<file path="config.mk">
export PLATFORM = sky130hd
export DESIGN_NAME = jtdd_vidmeas
export DESIGN_NICKNAME = d
export VERILOG_FILES = /design/src/rtl/jtdd_vidmeas_pkg.sv /design/src/rtl/jtdd_vidmeas_axis.sv /design/src/rtl/jtdd_vidmeas.sv
export SDC_FILE = /design/constraint.sdc
export NUM_CORES = 1
export LEC_CHECK = 0
export CORE_ASPECT_RATIO = 0.5
export CORE_MARGIN = 2
export CORE_UTILIZATION = 45
export DETAILED_ROUTE_END_ITERATION = 10
export GPL_ROUTABILITY_DRIVEN = 0
export PLACE_DENSITY_LB_ADDON = 0.25
export REMOVE_ABC_BUFFERS = 1
export SYNTH_ARGS = -nofsm -noshare
export SYNTH_HDL_FRONTEND = slang
export SYNTH_SLANG_ARGS = --single-unit
</file>
<file path="constraint.sdc">
create_clock -name clk -period 6.55 [get_ports clk]
set_clock_uncertainty 0.1 [all_clocks]
set_input_delay 1.31 -clock clk [delete_from_list [all_inputs] [get_ports clk]]
set_output_delay 1.31 -clock clk [all_outputs]
set_load 0.05 [all_outputs]
</file>
<file path="src/rtl/jtdd_vidmeas_pkg.sv">
// Shared defaults and the geometry record for the JTDD video timing analyser.
package jtdd_vidmeas_pkg;

  localparam int HW_DEF    = 9;
  localparam int VW_DEF    = 9;
  localparam int WDW_DEF   = 10;
  localparam int LOCKN_DEF = 2;

  // Fields are wide enough for any supported HW/VW; narrower values are zero-extended.
  localparam int GW = 16;

  typedef struct packed {
    logic [GW-1:0] htotal;
    logic [GW-1:0] hact;
    logic [GW-1:0] vtotal;
    logic [GW-1:0] vact;
  } geom_t;

  function automatic geom_t geom_make(
    input logic [GW-1:0] ht,
    input logic [GW-1:0] ha,
    input logic [GW-1:0] vt,
    input logic [GW-1:0] va
  );
    geom_t g;
    g.htotal = ht;
    g.hact   = ha;
    g.vtotal = vt;
    g.vact   = va;
    return g;
  endfunction

endpackage

</file>
<file path="src/rtl/jtdd_vidmeas_axis.sv">
// Generic blank-driven axis measurer: counts positions from the blank falling
// edge and records total length and active length once armed.
module jtdd_vidmeas_axis #(
  parameter int W = 9
) (
  input  logic         clk,
  input  logic         rst,
  input  logic         i_en,
  input  logic         i_blank,
  input  logic         i_disarm,
  output logic         o_start,
  output logic [W-1:0] o_cnt,
  output logic [W-1:0] o_total,
  output logic [W-1:0] o_act,
  output logic         o_armed
);

  localparam logic [W-1:0] ONE = {{(W-1){1'b0}}, 1'b1};
  localparam logic [W-1:0] MAX = {W{1'b1}};

  logic         r_prev;
  logic         r_armed;
  logic [W-1:0] r_cnt;
  logic [W-1:0] r_total;
  logic [W-1:0] r_act;

  logic         w_start;
  logic         w_end;
  logic [W-1:0] w_cnt_p1;
  logic [W-1:0] w_cnt_inc;

  always_comb begin
    w_start  = i_en & r_prev & ~i_blank;
    w_end    = i_en & ~r_prev & i_blank;
    w_cnt_p1 = r_cnt + ONE;
    if (r_cnt == MAX) begin
      w_cnt_inc = r_cnt;
    end else begin
      w_cnt_inc = w_cnt_p1;
    end
  end

  // A fresh start re-arms even when a disarm request lands on the same cycle.
  always_ff @(posedge clk or posedge rst) begin
    if (rst) begin
      r_prev  <= 1'b0;
      r_armed <= 1'b0;
      r_cnt   <= '0;
      r_total <= '0;
      r_act   <= '0;
    end else begin
      if (i_en) begin
        r_prev <= i_blank;
      end
      if (w_start) begin
        r_cnt <= '0;
        if (r_armed) begin
          r_total <= w_cnt_p1;
        end
        r_armed <= 1'b1;
      end else begin
        if (i_disarm) begin
          r_armed <= 1'b0;
        end
        if (i_en) begin
          if (w_end && r_armed) begin
            r_act <= w_cnt_p1;
          end
          r_cnt <= w_cnt_inc;
        end
      end
    end
  end

  assign o_start = w_start;
  assign o_cnt   = r_cnt;
  assign o_total = r_total;
  assign o_act   = r_act;
  assign o_armed = r_armed;

endmodule

</file>
<file path="src/rtl/jtdd_vidmeas.sv">
// JTDD video timing analyser: recovers raster geometry from hs/vs/hbl/vbl
// and reports lock once the geometry repeats over several frames.
module jtdd_vidmeas
  import jtdd_vidmeas_pkg::*;
#(
  parameter int HW    = HW_DEF,
  parameter int VW    = VW_DEF,
  parameter int LOCKN = LOCKN_DEF,
  parameter int WDW   = WDW_DEF
) (
  input  logic          clk,
  input  logic          rst,
  input  logic          pxl_cen,
  input  logic          hs,
  input  logic          vs,
  input  logic          hbl,
  input  logic          vbl,
  output logic [HW-1:0] hcnt,
  output logic [VW-1:0] vcnt,
  output logic [HW-1:0] htotal,
  output logic [HW-1:0] hact,
  output logic [HW-1:0] hs_len,
  output logic [VW-1:0] vtotal,
  output logic [VW-1:0] vact,
  output logic          frame_st,
  output logic          locked
);

  localparam logic [HW-1:0]  H_ONE    = {{(HW-1){1'b0}}, 1'b1};
  localparam logic [HW-1:0]  H_MAX    = {HW{1'b1}};
  localparam logic [VW-1:0]  V_ONE    = {{(VW-1){1'b0}}, 1'b1};
  localparam logic [VW-1:0]  V_MAX    = {VW{1'b1}};
  localparam logic [WDW-1:0] WD_ONE   = {{(WDW-1){1'b0}}, 1'b1};
  localparam logic [WDW-1:0] WD_MAX   = {WDW{1'b1}};
  localparam logic [2:0]     LOCK_TGT = 3'(LOCKN);

  logic           w_ls;
  logic           w_fst;
  logic           w_v_en;
  logic           w_h_armed;
  logic           w_v_armed;
  logic           w_wd_trip;
  logic           w_hs_rise;
  logic           w_hs_fall;
  logic           w_vs_rise;
  logic           w_match;
  logic [VW-1:0]  w_vtot_meas;
  geom_t          w_cur;
  logic [2:0]     w_mc_nx;
  logic           w_lock_nx;

  logic           r_hs_prev;
  logic           r_vs_prev;
  logic           r_vs_seen;
  logic [HW-1:0]  r_hs_cnt;
  logic [HW-1:0]  r_hs_len;
  logic [WDW-1:0] r_wd;
  logic [2:0]     r_mc;
  logic           r_locked;
  logic           r_frame_st;
  geom_t          r_snap;

  assign w_v_en = pxl_cen & w_ls;

  jtdd_vidmeas_axis #(.W(HW)) u_haxis (
    .clk      (clk),
    .rst      (rst),
    .i_en     (pxl_cen),
    .i_blank  (hbl),
    .i_disarm (w_wd_trip),
    .o_start  (w_ls),
    .o_cnt    (hcnt),
    .o_total  (htotal),
    .o_act    (hact),
    .o_armed  (w_h_armed)
  );

  // Vertical axis advances once per line start, using vbl as seen at line starts.
  jtdd_vidmeas_axis #(.W(VW)) u_vaxis (
    .clk      (clk),
    .rst      (rst),
    .i_en     (w_v_en),
    .i_blank  (vbl),
    .i_disarm (w_wd_trip),
    .o_start  (w_fst),
    .o_cnt    (vcnt),
    .o_total  (vtotal),
    .o_act    (vact),
    .o_armed  (w_v_armed)
  );

  always_comb begin
    w_hs_rise = pxl_cen & hs & ~r_hs_prev;
    w_hs_fall = pxl_cen & ~hs & r_hs_prev;
    w_vs_rise = pxl_cen & vs & ~r_vs_prev;
    w_wd_trip = (r_wd == WD_MAX);
    if (w_v_armed) begin
      w_vtot_meas = vcnt + V_ONE;
    end else begin
      w_vtot_meas = vtotal;
    end
    w_cur   = geom_make(GW'(htotal), GW'(hact), GW'(w_vtot_meas), GW'(vact));
    w_match = (w_cur == r_snap) && (r_vs_seen || w_vs_rise);
  end

  always_ff @(posedge clk or posedge rst) begin
    if (rst) begin
      r_hs_prev <= 1'b0;
      r_vs_prev <= 1'b0;
      r_hs_cnt  <= '0;
      r_hs_len  <= '0;
      r_wd      <= '0;
    end else if (pxl_cen) begin
      r_hs_prev <= hs;
      r_vs_prev <= vs;
      if (w_hs_rise) begin
        r_hs_cnt <= H_ONE;
      end else if (hs && (r_hs_cnt != H_MAX)) begin
        r_hs_cnt <= r_hs_cnt + H_ONE;
      end
      if (w_hs_fall && w_h_armed) begin
        r_hs_len <= r_hs_cnt;
      end
      if (w_ls) begin
        r_wd <= '0;
      end else if (!w_wd_trip) begin
        r_wd <= r_wd + WD_ONE;
      end
    end
  end

  // Only frame starts that close a measured frame may advance or break lock.
  always_comb begin
    w_mc_nx   = r_mc;
    w_lock_nx = r_locked;
    if (w_wd_trip) begin
      w_mc_nx   = 3'd0;
      w_lock_nx = 1'b0;
    end else if (w_fst && w_v_armed) begin
      if (w_match) begin
        if (r_mc >= LOCK_TGT) begin
          w_mc_nx = LOCK_TGT;
        end else begin
          w_mc_nx = r_mc + 3'd1;
        end
        w_lock_nx = (w_mc_nx == LOCK_TGT);
      end else begin
        w_mc_nx   = 3'd0;
        w_lock_nx = 1'b0;
      end
    end else if (vcnt == V_MAX) begin
      w_lock_nx = 1'b0;
    end else begin
      w_mc_nx = r_mc;
    end
  end

  always_ff @(posedge clk or posedge rst) begin
    if (rst) begin
      r_vs_seen  <= 1'b0;
      r_mc       <= 3'd0;
      r_locked   <= 1'b0;
      r_frame_st <= 1'b0;
      r_snap     <= '0;
    end else begin
      r_mc       <= w_mc_nx;
      r_locked   <= w_lock_nx;
      r_frame_st <= w_fst;
      if (w_fst) begin
        r_snap    <= w_cur;
        r_vs_seen <= 1'b0;
      end else if (w_vs_rise) begin
        r_vs_seen <= 1'b1;
      end
    end
  end

  assign hs_len   = r_hs_len;
  assign frame_st = r_frame_st;
  assign locked   = r_locked;

endmodule

</file>
# After elaboration in Yosys (flattened, before gate mapping)
# Index checks and enable logic that the tools add are counted.
[totals]
regBits = 121
latch_bits = 0
ram_bits = 0
mem_bits_ro = 0
input_bits = 7
out_inout_bits = 65
wordCells = 111
n_memories = 0
[op_classes]
add_sub_neg = 5
n_mul = 0
div = 0
order_cmp = 1
eq_ne = 9
n_shift = 0
mux = 27
bitwise_logic = 24
n_reduce_logical = 23
[op_table]
columns = ["op", "n"]
rows = [
  ["9-bit two-way mux", 9],
  ["36-bit == test", 1],
  ["9-bit by 1-bit adder with 9-bit output, second input constant", 3],
  ["3-bit two-way mux", 7],
  ["10-bit two-way mux", 2],
  ["9-bit == test, second input constant", 2],
  ["1-bit AND", 15],
  ["2-bit nonzero test", 7],
  ["2-bit AND reduction", 6],
  ["10-bit by 1-bit adder with 10-bit output, second input constant", 1],
  ["10-bit == test, second input constant", 1],
  ["1-bit two-way mux", 9],
  ["9-bit != test, second input constant", 1],
  ["1-bit NOT", 9],
  ["1-bit logical AND", 6],
  ["2-bit != test, second input constant", 3],
  ["3-bit AND reduction", 2],
  ["3-bit by 1-bit adder with 3-bit output, second input constant", 1],
  ["3-bit by 2-bit == test with 1-bit output, second input constant", 1],
  ["3-bit by 2-bit greater-or-equal comparator with 1-bit output, second input constant", 1],
  ["3-bit nonzero test", 1],
  ["1-bit logical OR", 1],
]

# Logic depth before layout (Yosys ltp)
[depth]
ltp_word = 12
depth_mapped = 11
ltp_nobuf = 10

# Modules after synthesis
# From an unflattened synthesis, not the netlist that was laid out.
[hier_totals]
hier_cells = 583
area_unflattened_um2 = 6317.3
[modules_own_cells]
columns = ["module", "instances", "cells_per_inst", "area_per_inst_um2", "seq_area_each_um2"]
rows = [
  ["jtdd_vidmeas", 1, 342, 3754.9, 1801.7],
  ["jtdd_vidmeas_axis (u_haxis)", 1, 118, 1286.2, 725.7],
  ["jtdd_vidmeas_axis (u_vaxis)", 1, 123, 1276.2, 725.7],
]

# Worst setup path after synthesis
# OpenSTA, ideal clock, no wires.
[synth_timing]
kind = "register -> register"
startpoint = "reg u_vaxis.r_cnt[1], in the netlist u_vaxis.o_cnt[1]"
endpoint = "reg r_locked, in the netlist locked"
setup_ns = 0.077
arrival_ns = 2.706
required_time_ns = 6.373
slack_ns = 3.667
path_stages_with_launch = 12
path_buffers = 1
period_less_slack_ns = 2.883
cell_sequence = "dfrtp_1 -> ha_1 -> and3_1 -> clkbuf_1 -> and3_1 -> and3_1 -> ha_1 -> nand3b_1 -> nand4_1 -> nor4_1 -> nand4_1 -> o21ai_1"
[synth_via]
elab_chain_len = 7
elab_cells_between_ends = 9
cone_classes = "1 x add/sub; 2 x eq/ne; 4 x mux; 2 x reduce/logical"
[synth_lines]
columns = ["element", "line_no", "rtl"]
rows = [
  ["from (decl)", "jtdd_vidmeas_axis.sv:23", "logic [W-1:0] r_cnt;"],
  ["from (signal assigned)", "jtdd_vidmeas_axis.sv:69", "r_cnt <= w_cnt_inc;"],
  ["9-bit by 1-bit adder with 9-bit output", "jtdd_vidmeas.sv:98", "w_vtot_meas = vcnt + V_ONE;"],
  ["9-bit two-way mux", "jtdd_vidmeas.sv:97", "if (w_v_armed) begin"],
  ["36-bit == test", "jtdd_vidmeas.sv:103", "w_match = (w_cur == r_snap) && (r_vs_seen || w_vs_rise);"],
  ["1-bit logical AND", "jtdd_vidmeas.sv:103", ""],
  ["1-bit two-way mux", "jtdd_vidmeas.sv:140", "if (w_match) begin"],
  ["1-bit two-way mux", "jtdd_vidmeas.sv:139", "end else if (w_fst && w_v_armed) begin"],
  ["1-bit two-way mux", "jtdd_vidmeas.sv:136", "if (w_wd_trip) begin"],
  ["to (signal assigned)", "jtdd_vidmeas.sv:167", "r_locked <= w_lock_nx;"],
  ["to (decl)", "jtdd_vidmeas.sv:59", "logic r_locked;"],
]
# Parallel ways exist; a longest one is shown, timed or not.
# A chain may end at the register's enable or synchronous reset.

# Worst setup path in the final report
[layout_timing]
startpoint = "in pxl_cen"
endpoint = "reg u_vaxis.r_act[8], in the netlist u_vaxis.o_act[8]"
[layout_via]
elab_chain_len = 7
elab_cells_between_ends = 10
cone_classes = "8 x bitwise; 2 x reduce/logical"
[layout_lines]
columns = ["element", "line_no", "rtl"]
rows = [
  ["from (decl)", "jtdd_vidmeas.sv:13", "input logic pxl_cen,"],
  ["1-bit AND (2 in series)", "jtdd_vidmeas_axis.sv:33", "w_start = i_en & r_prev & ~i_blank;"],
  ["1-bit AND (*)", "jtdd_vidmeas.sv:63", "assign w_v_en = pxl_cen & w_ls;"],
  ["1-bit AND, on equally long branches (2 in series)", "jtdd_vidmeas_axis.sv:34, jtdd_vidmeas_axis.sv:33", ""],
  ["1-bit logical AND or 1-bit NOT (tied branches)", "-", ""],
  ["3-bit AND reduction (no line) (*)", "-", ""],
  ["to (signal assigned)", "jtdd_vidmeas_axis.sv:67", "r_act <= w_cnt_p1;"],
  ["to (decl)", "jtdd_vidmeas_axis.sv:25", "logic [W-1:0] r_act;"],
]
# Mark *: on every way between the ends. The rest lies on a longest branch, timed or not.

==> metrics.cfg <==
[global_route]
pin_count_of_the_biggest_net_entering_global_routing=75
grt_first_pass_wirelength_um=21000
antenna_found_initial=0
first_global_vias=4082
grt-ovfl-total=0
grt_use_total_pct=19.6

[critical_path]
cp.arrival_ns=3.75
critPathSlowestCell=sky130_fd_sc_hd__clkdlybuf4s50_1
critical_path.endpoint_type=flip-flop
crit_required_ns=6.74
path_cells=clkdlybuf4s50_1 -> nand3b_2 -> nor3_2 -> mux2_2
critPathKind=primary input to flip-flop
worstPathMaxFanout=15
timing.critical_path.slowest_cell_delay_ns=0.86
critPathLaunchType=primary input

[sta]
post-route-min-period_ns=3.56
final-setup-viol-count=0
worst_pin_slew_ns=0.914
final.setup.tns_ns=0
holdWs_ns=0.402
fin_crit_sh_pct=54.4
finalWorstSetupSlack_ns=2.99
drv_slew=0
clock.fmax_mhz=281
rsz_0062_raised_after_global_routing=no
timing_hold_violations_final=0
slew_headroom_pct=38.7

[cells_and_area]
final-instance-count-excl-fill=786
most-common-layout-cells=sky130_fd_sc_hd__dfrtp_1 (121), sky130_fd_sc_hd__clkdlybuf4s50_1 (71), sky130_fd_sc_hd__nand2_1 (54)
area_delta_synth_final_pct=23.1
layout.nets=619
antenna-diode-count=0
final_core_util_pct=56.5
drive_gt1_share_pct=14.3
mostFrequentLayoutCell=sky130_fd_sc_hd__dfrtp_1

[cts]
cts-buffers-inserted=17
tritoncts=yes
cts_num_sinks=121
max-clock-path-buffers=2
clk-insertion-delay-late_ns=0.41
cts_root_buffer=sky130_fd_sc_hd__clkbuf_16
clkSlewWorstSetupHoldPaths_ns=0.06
number_of_cells_upsized_or_downsized_after_cts=0
ctsHtreeMaxLevel=4
cts-hold-fix-buffers=0
post_cts_setup_buffer_count=0

[route]
detail_route.wl_per_cell_um=16.0
drt_wl_total_um=12600
first_iter_violations=286
via_count=4185
route.detailed.vias_per_inst=5.32
remaining_routing_drc_violations=0
postRouteAntennaNets=0
drt_pass1_iterations=4

[synthesis]
synth_cells=541
synth.distinct_cells=52
syn_area_sq_mm=0.00579
per_instance_average_area_after_synthesis_sq_um=10.7
synth_edf_count=0
synthesized_flop_and_latch_total=121
synthFlopType=sky130_fd_sc_hd__dfrtp_1
yosysWarningCount=0
sequential_area_share_after_synthesis_pct=52.3
synth_async_sr_flop_share_pct=100

[place]
portBuffers=71
dp.final_hpwl_um=8550
dpl_worst_slack_ns=2.64
placed_cells_incl_taps=754

[floorplan]
initial_utilization_pct=45.9
die_w_um=164
die_height_um=84.2
design.portCount=72
placement_rows=29
core_area_sq_mm=0.0126
die_area_sq_mm=0.0139

[pwr]
power_density_mw_per_mm2=428
power.ir.vdd_worst_mv=0.251
leakage_nw=3.07

[flow_run]
cap_viol_max_count=0

[run_status]
run_status=finished, final reports clean

[min_path]
hold_class=flip-flop to flip-flop

-- per-layer routing --
| layer | up-vias | global-route usage (%) | part of all wire, % |
|---|---|---|---|
| met4 | 0 | 6.32 | 1.0 |
| met3 | 12 | 5.09 | 4.5 |
| met1 | 2081 | 28.2 | 48 |
| met5 | - | 0 | 0 |
| li1 | 2009 | - | - |
| met2 | 83 | 29.2 | 46 |
-- path summary, 6_finish.rpt --
check	end	depth (start not counted)	start	slack [ns]
max reg2reg	r_mc[2]$_DFFE_PP0P_	10	u_vaxis.o_cnt[0]$_DFFE_PP0P_	3.28
min	hs_len[5]$_DFFE_PP0P_	1	hs_len[5]$_DFFE_PP0P_	0.40
min in group asynchronous	r_hs_cnt[4]$_DFFE_PP0P_	2	rst	1.34
max	u_vaxis.o_act[8]$_DFFE_PP0P_	4	pxl_cen	2.99
max in group asynchronous	r_mc[0]$_DFFE_PP0P_	3	rst	3.79
min reg2reg	hs_len[5]$_DFFE_PP0P_	1	hs_len[5]$_DFFE_PP0P_	0.40
-- stage by stage --
| stage | cell area (sq um) | total power, mW |
|---|---|---|
| 2_1_floorplan | 5630 | 1.83 |
| 3_3_place_gp | 6570 | 2.17 |
| 3_5_place_dp | 6570 | 2.18 |
| 4_1_cts | 7140 | 3.08 |
| 5_1_grt | 7140 | 3.21 |
| 6_report | 7140 | 3.05 |
-- sequential cells by signal, indices dropped and copies added, names as in the netlist --
register and flops:
r_snap 27, r_wd 10, hs_len 9, r_hs_cnt 9
u_haxis.o_act 9, u_haxis.o_cnt 9, u_haxis.o_total 9, u_vaxis.o_act 9
u_vaxis.o_cnt 9, u_vaxis.o_total 9, r_mc 3, frame_st 1
locked 1, r_hs_prev 1, r_vs_prev 1, r_vs_seen 1
u_haxis.o_armed 1, u_haxis.r_prev 1, u_vaxis.o_armed 1, u_vaxis.r_prev 1
-- kinds of logic (layout without fill, tap and decap cells) --
group / after synthesis / count (layout) / synth area share (%)
mux: 46 / 46 / 8.87
compound gates: 89 / 89 / 9.26
flops: 121 / 121 / 52.3
simple gates: 176 / 176 / 15.0
buf+inv: 39 / 114 / 3.43
xor+xnor: 61 / 61 / 9.22
fa+ha+maj: 9 / 9 / 1.94
-- critical path, delay by kind of cell --
| kind | cells | cell delay, ns |
|---|---|---|
| buffers and inverters | 1 | 0.86 |
| muxes | 1 | 0.42 |
| and+or+nand+nor | 2 | 1.15 |
-- layout make-up --
cell class              count  area [sq um]
inverters                   8          32.5
flip-flops and latches    121          3030
multi-input cells         381          2570
clock buffers              18           439
clock inverters            14           123
well taps                 170           213
fillers                  1082          5490
repair buffers             74           733
-- synth_stat cells (3+ instances only) --
| cell | count | area (sq um) |
|---|---|---|
| sky130_fd_sc_hd__a21oi_1 | 24 | 120 |
| sky130_fd_sc_hd__and3_1 | 11 | 68.8 |
| sky130_fd_sc_hd__buf_2 | 10 | 50.1 |
| sky130_fd_sc_hd__buf_4 | 10 | 75.1 |
| sky130_fd_sc_hd__clkbuf_1 | 8 | 30.0 |
| sky130_fd_sc_hd__dfrtp_1 | 121 | 3030 |
| sky130_fd_sc_hd__ha_1 | 9 | 113 |
| sky130_fd_sc_hd__inv_1 | 8 | 30.0 |
| sky130_fd_sc_hd__mux2_2 | 43 | 484 |
| sky130_fd_sc_hd__mux2i_1 | 3 | 30.0 |
| sky130_fd_sc_hd__nand2_1 | 54 | 203 |
| sky130_fd_sc_hd__nand2b_1 | 3 | 18.8 |
| sky130_fd_sc_hd__nand3_1 | 16 | 80.1 |
| sky130_fd_sc_hd__nand4_1 | 11 | 68.8 |
| sky130_fd_sc_hd__nor2_1 | 44 | 165 |
| sky130_fd_sc_hd__nor3_1 | 6 | 30.0 |
| sky130_fd_sc_hd__o2111ai_1 | 4 | 35.0 |
| sky130_fd_sc_hd__o211ai_1 | 3 | 22.5 |
| sky130_fd_sc_hd__o21ai_0 | 36 | 180 |
| sky130_fd_sc_hd__o21ai_1 | 4 | 20.0 |
| sky130_fd_sc_hd__o31ai_1 | 5 | 37.5 |
| sky130_fd_sc_hd__or3_1 | 8 | 50.1 |
| sky130_fd_sc_hd__xnor2_1 | 45 | 394 |
| sky130_fd_sc_hd__xor2_1 | 16 | 140 |
-- power breakdown --
group	internal (mW)	switching, mW
registers	0.920	0.214
clock network	0.533	0.347
logic	0.410	0.630
total	1.86	1.19
No activity file was read; power rests on OpenSTA's default activity.
